[src/rtl/alu_op_sequencer.sv]
// Command sequencer for the shift-add ALU: takes one op per handshake, replays it
// onto the ALU bus protocol, waits for finish (or times out) and returns the result.
module alu_op_sequencer #(
    parameter int TIMEOUT_CYCLES = 64,
    parameter int CNT_W          = 7
) (
    input  logic        clk,
    input  logic        rst,
    input  logic        req_valid,
    output logic        req_ready,
    input  logic [1:0]  req_op,
    input  logic [15:0] req_opa,
    input  logic [7:0]  req_opb,
    output logic        alu_rst,
    output logic        alu_start,
    output logic [1:0]  alu_sel,
    output logic [15:0] alu_inbus,
    input  logic [15:0] alu_outbus,
    input  logic        alu_finish,
    input  logic        alu_of,
    output logic        rsp_valid,
    input  logic        rsp_ready,
    output logic [15:0] rsp_data,
    output logic [1:0]  rsp_op,
    output logic        rsp_of,
    output logic        rsp_timeout,
    output logic        busy
);

    typedef enum logic [2:0] {
        S_IDLE, S_CLR, S_LOAD1, S_GAP, S_LOAD2, S_WAIT, S_RESP
    } state_t;

    localparam logic [CNT_W-1:0] CNT_LAST = CNT_W'(TIMEOUT_CYCLES - 1);

    state_t      state_reg, state_next;
    logic [CNT_W-1:0] cnt_reg, cnt_next;
    logic [1:0]  op_reg, op_next;
    logic [15:0] opa_reg, opa_next;
    logic [7:0]  opb_reg, opb_next;
    logic [15:0] rsp_data_reg, rsp_data_next;
    logic        rsp_of_reg, rsp_of_next;
    logic        rsp_timeout_reg, rsp_timeout_next;
    // Keeps the ALU in reset for the cycle following a sequencer reset.
    logic        rst_pend_reg;

    always_ff @(posedge clk) begin
        if (rst) begin
            state_reg       <= S_IDLE;
            cnt_reg         <= '0;
            op_reg          <= '0;
            opa_reg         <= '0;
            opb_reg         <= '0;
            rsp_data_reg    <= '0;
            rsp_of_reg      <= 1'b0;
            rsp_timeout_reg <= 1'b0;
            rst_pend_reg    <= 1'b1;
        end else begin
            state_reg       <= state_next;
            cnt_reg         <= cnt_next;
            op_reg          <= op_next;
            opa_reg         <= opa_next;
            opb_reg         <= opb_next;
            rsp_data_reg    <= rsp_data_next;
            rsp_of_reg      <= rsp_of_next;
            rsp_timeout_reg <= rsp_timeout_next;
            rst_pend_reg    <= 1'b0;
        end
    end

    always_comb begin
        state_next       = state_reg;
        cnt_next         = cnt_reg;
        op_next          = op_reg;
        opa_next         = opa_reg;
        opb_next         = opb_reg;
        rsp_data_next    = rsp_data_reg;
        rsp_of_next      = rsp_of_reg;
        rsp_timeout_next = rsp_timeout_reg;
        req_ready        = 1'b0;
        alu_start        = 1'b0;
        alu_inbus        = 16'h0000;
        rsp_valid        = 1'b0;

        case (state_reg)
            S_IDLE: begin
                req_ready = 1'b1;
                if (req_valid) begin
                    op_next    = req_op;
                    opa_next   = req_opa;
                    opb_next   = req_opb;
                    state_next = S_CLR;
                end
            end
            S_CLR: state_next = S_LOAD1;
            S_LOAD1: begin
                alu_start  = 1'b1;
                alu_inbus  = opa_reg;
                state_next = S_GAP;
            end
            S_GAP: begin
                alu_inbus  = opa_reg;
                state_next = S_LOAD2;
            end
            S_LOAD2: begin
                alu_inbus  = {8'h00, opb_reg};
                cnt_next   = '0;
                state_next = S_WAIT;
            end
            S_WAIT: begin
                alu_inbus = {8'h00, opb_reg};
                // Finish is tested first so it wins over a coincident timeout.
                if (alu_finish) begin
                    rsp_data_next    = alu_outbus;
                    rsp_of_next      = alu_of;
                    rsp_timeout_next = 1'b0;
                    state_next       = S_RESP;
                end else if (cnt_reg == CNT_LAST) begin
                    rsp_data_next    = 16'h0000;
                    rsp_of_next      = 1'b0;
                    rsp_timeout_next = 1'b1;
                    state_next       = S_RESP;
                end else begin
                    cnt_next = cnt_reg + CNT_W'(1);
                end
            end
            S_RESP: begin
                rsp_valid = 1'b1;
                if (rsp_ready) state_next = S_IDLE;
            end
            default: state_next = S_IDLE;
        endcase
    end

    assign alu_rst     = rst_pend_reg | (state_reg == S_CLR);
    assign alu_sel     = op_reg;
    assign busy        = (state_reg != S_IDLE);
    assign rsp_data    = rsp_data_reg;
    assign rsp_op      = op_reg;
    assign rsp_of      = rsp_of_reg;
    assign rsp_timeout = rsp_timeout_reg;

endmodule

[config.mk]
export PLATFORM = sky130hd
export DESIGN_NAME = alu_op_sequencer
export DESIGN_NICKNAME = d
export VERILOG_FILES = /design/src/rtl/alu_op_sequencer.sv
export SDC_FILE = /design/constraint.sdc
export NUM_CORES = 1
export LEC_CHECK = 0
export ABC_CLOCK_PERIOD_IN_PS = 1900
export BUFFER_PORTS_ARGS = -buffer_cell sky130_fd_sc_hd__buf_2
export CAP_MARGIN = 20
export CORE_ASPECT_RATIO = 1.75
export CORE_MARGIN = 3
export CORE_UTILIZATION = 35
export DETAILED_ROUTE_END_ITERATION = 10
export PLACE_DENSITY_LB_ADDON = 0.15
export SLEW_MARGIN = 0
export SYNTH_ARGS = -nofsm -noshare
export SYNTH_HDL_FRONTEND = slang
export SYNTH_SLANG_ARGS = --single-unit
[constraint.sdc]
create_clock -name clk -period 1.9 [get_ports clk]
set_clock_uncertainty 0.2 [all_clocks]
set_input_delay 0.19 -clock clk [delete_from_list [all_inputs] [get_ports clk]]
set_output_delay 0.19 -clock clk [all_outputs]
set_load 0.05 [all_outputs]
==> impl_metrics.yaml <==
job:
  maxCapViolCount: 0
clock_network:
  cts_tree: "yes"
  cts_root_buf: "clkbuf_8"
  insertion_delay_ns: 0.31
  cts_sinks: 55
  h-tree-depth: 2
  cts_buffer_depth: 2
  clkSlewWorstSetupHoldPaths_ns: 0.10
  numCtsBuffers: 5
drt:
  dr.pass1.iters: 4
  via_per_inst: 4.833
  ant_nets: 0
  drtIter0Drc: 154
  postRouteWirelength_um: 6382
  num_vias: 2281
  wl_per_cell_um: 13.52
  drc: 0
die:
  dieWidth_um: 66.52
  dieArea_mm2: 0.007444
  start_util: 0.3602
  die_h_um: 111.9
  boundaryPins: 91
  row_count: 38
  core_mm2: 0.006228
sta:
  fmax_mhz: 547.8
  min_period_over_period: 0.9608
  worst_pin_slew_ns: 0.5005
  max_slew_margin: 0.6652
  setup_viol: 0
  period_needed_ns: 1.825
  fin_ws_ns: 0.07453
  finalMaxSlewViolations: 0
  setup_tns_ns: 0
  hold_viol: 0
  rsz0062_at_grt: "false"
power:
  power_frac_comb: 0.250
  p_leak_nw: 1.547
  ir_drop_mv: 0.4312
  clock_power_share: 0.253
  switchingPower_mw: 0.7837
  intPower_mw: 1.729
  swShare: 0.3119
  powerDensity_mw_per_mm2: 730.1
  power_frac_seq: 0.497
placed_design:
  placed_cells: 419
  place_congestion: 0.8039
  post-place-ws_ns: -0.01261
  numPortBuffers: 90
  hpwl_um: 4123
  dpl_cell_area_mm2: 0.002840
setup_path:
  cp_max_fo: 10
  cp.required_ns: 1.51
  arrival_ns: 1.44
  crit_type: "reg2out"
  end_kind: "primary output"
  startpoint_type: "register"
final_layout:
  final_cell_mix: "81 x buf_2, 59 x nand2_1, 54 x dfxtp_1"
  drive_above_1_share: 0.3265
  fill_cells: 577
  instances_no_fill: 472
  nets: 440
  insertedDiodeCount: 0
  design_area_mm2: 0.003442
  areaGrowthSynthToFinish_pct: 53.43
  final_common_cell: "buf_2"
outcome:
  outcome: "complete, no violations"
yosys:
  synthTopCellsByArea: "dfxtp_1 49%, nand2_1 10%, a22o_1 9.8%"
  ys_types: 37
  synth_area_per_cell_um2: 8.832
  seq_area_frac_synth: 0.4908
  synth_top_area_frac: 0.4908
  ys_warn_count: 0
  synth_nets: 303
  synthesis.area_mm2: 0.002243
  yosysTopAreaCell: "dfxtp_1"
  ys_ff_latch: 55
  synth_cells: 254
global_route:
  grt_max_degree: 29
  grt_overflow: 0
  grt_pass1_vias: 2218
  track_usage: 0.1719
  grt_pass1_wl_um: 10070
  antenna_found_initial: 0
min_path:
  hold_path.class: "in2reg"
## layer usage
layer | GRT usage | vias up | share of wire | wire length (µm)
li1 | - | 1158 | - | -
met1 | 0.1906 | 1055 | 0.40 | 2550
met2 | 0.3159 | 58 | 0.55 | 3479
met3 | 0.02624 | 10 | 0.037 | 234
met4 | 0.06513 | 0 | 0.018 | 117
met5 | 0 | - | 0 | 0
## final timing paths
| path | start | end | slack [ns] | cells after the start |
|---|---|---|---|---|
| min | rst | rst_pend_reg | 0.05 | 2 |
| min reg2reg | opa_reg[8] | opa_reg[8] | 0.25 | 2 |
| max reg2reg | state_reg[1] | cnt_reg[4] | 0.08 | 6 |
| max | state_reg[1] | alu_inbus[4] | 0.07 | 5 |
## timing repair
item                                    in CTS  in global routing
endpoints found under the hold margin       44                  0
cloned                                       0                  0
pin swaps                                    0                  1
hold buffers                                44                  0
buffers inserted                             1                  0
endpoints found under the setup margin      33                 13
resized for setup                           11                  9
## layout make-up
| class | instances | area, µm² | area share |
|---|---|---|---|
| clock buffers | 6 | 72.57 | 0.02108 |
| multi-input cells | 174 | 1055 | 0.3064 |
| clock inverters | 2 | 12.51 | 0.003635 |
| repair buffers | 152 | 1089 | 0.3162 |
| well taps | 80 | 100.1 | 0.02908 |
| inverters | 3 | 11.26 | 0.003272 |
| flip-flops and latches | 55 | 1102 | 0.3202 |
## power groups by stage
stage | sequential (mW) | combinational (mW) | clock [mW]
after floorplan | 1.28 | 0.375 | 0
after global placement | 1.27 | 0.544 | 0
after detailed placement | 1.27 | 0.547 | 0
after CTS | 1.25 | 0.625 | 0.666
after global routing | 1.26 | 0.686 | 0.699
final | 1.25 | 0.628 | 0.635
## per-stage QoR
stage | power (mW) | utilization | hold WS [ns]
global placement | 1.815 | 0.4560 | 0.2019
detailed placement | 1.821 | 0.4560 | 0.2045
CTS | 2.540 | 0.5468 | 0.04050
floorplan | 1.654 | - | 0.01772
global route | 2.641 | 0.5526 | 0.03816
finish | 2.513 | 0.5526 | 0.04742
## synthesized netlist by cell type (all sizes together)
cell	n
nor2b	2
nand2b	3
or3	1
a31o	1
and2	10
nand4b	1
o21a	2
o21ai	2
dfxtp	55
inv	3
a22o	25
nor2	4
nor3b	1
clkbuf	8
nand2	61
ha	1
or4	4
nand3	5
o21bai	1
nor3	3
o211ai	3
a21o	1
xnor2	1
a211oi	1
a311oi	1
buf	14
o31ai	1
a21oi	30
and3	1
a22oi	1
a31oi	7
## critical path, stage by stage, from the launching register on
cell	delay (ns)
dfxtp_1	0.32
buf_4	0.17
nor2b_4	0.14
buf_6	0.14
a22o_1	0.15
buf_4	0.20
## logic make-up (layout without fill, tap and decap cells)
kind of cell,count (synthesis),after routing,share of synthesized area
simple gates,96,96,0.2092
compound gates,76,76,0.2342
flops,55,55,0.4908
buf+inv,25,163,0.05633
fa+ha+maj,1,1,0.005576
xor+xnor,1,1,0.003905
Note: power is estimated with default switching activity, not from simulation.
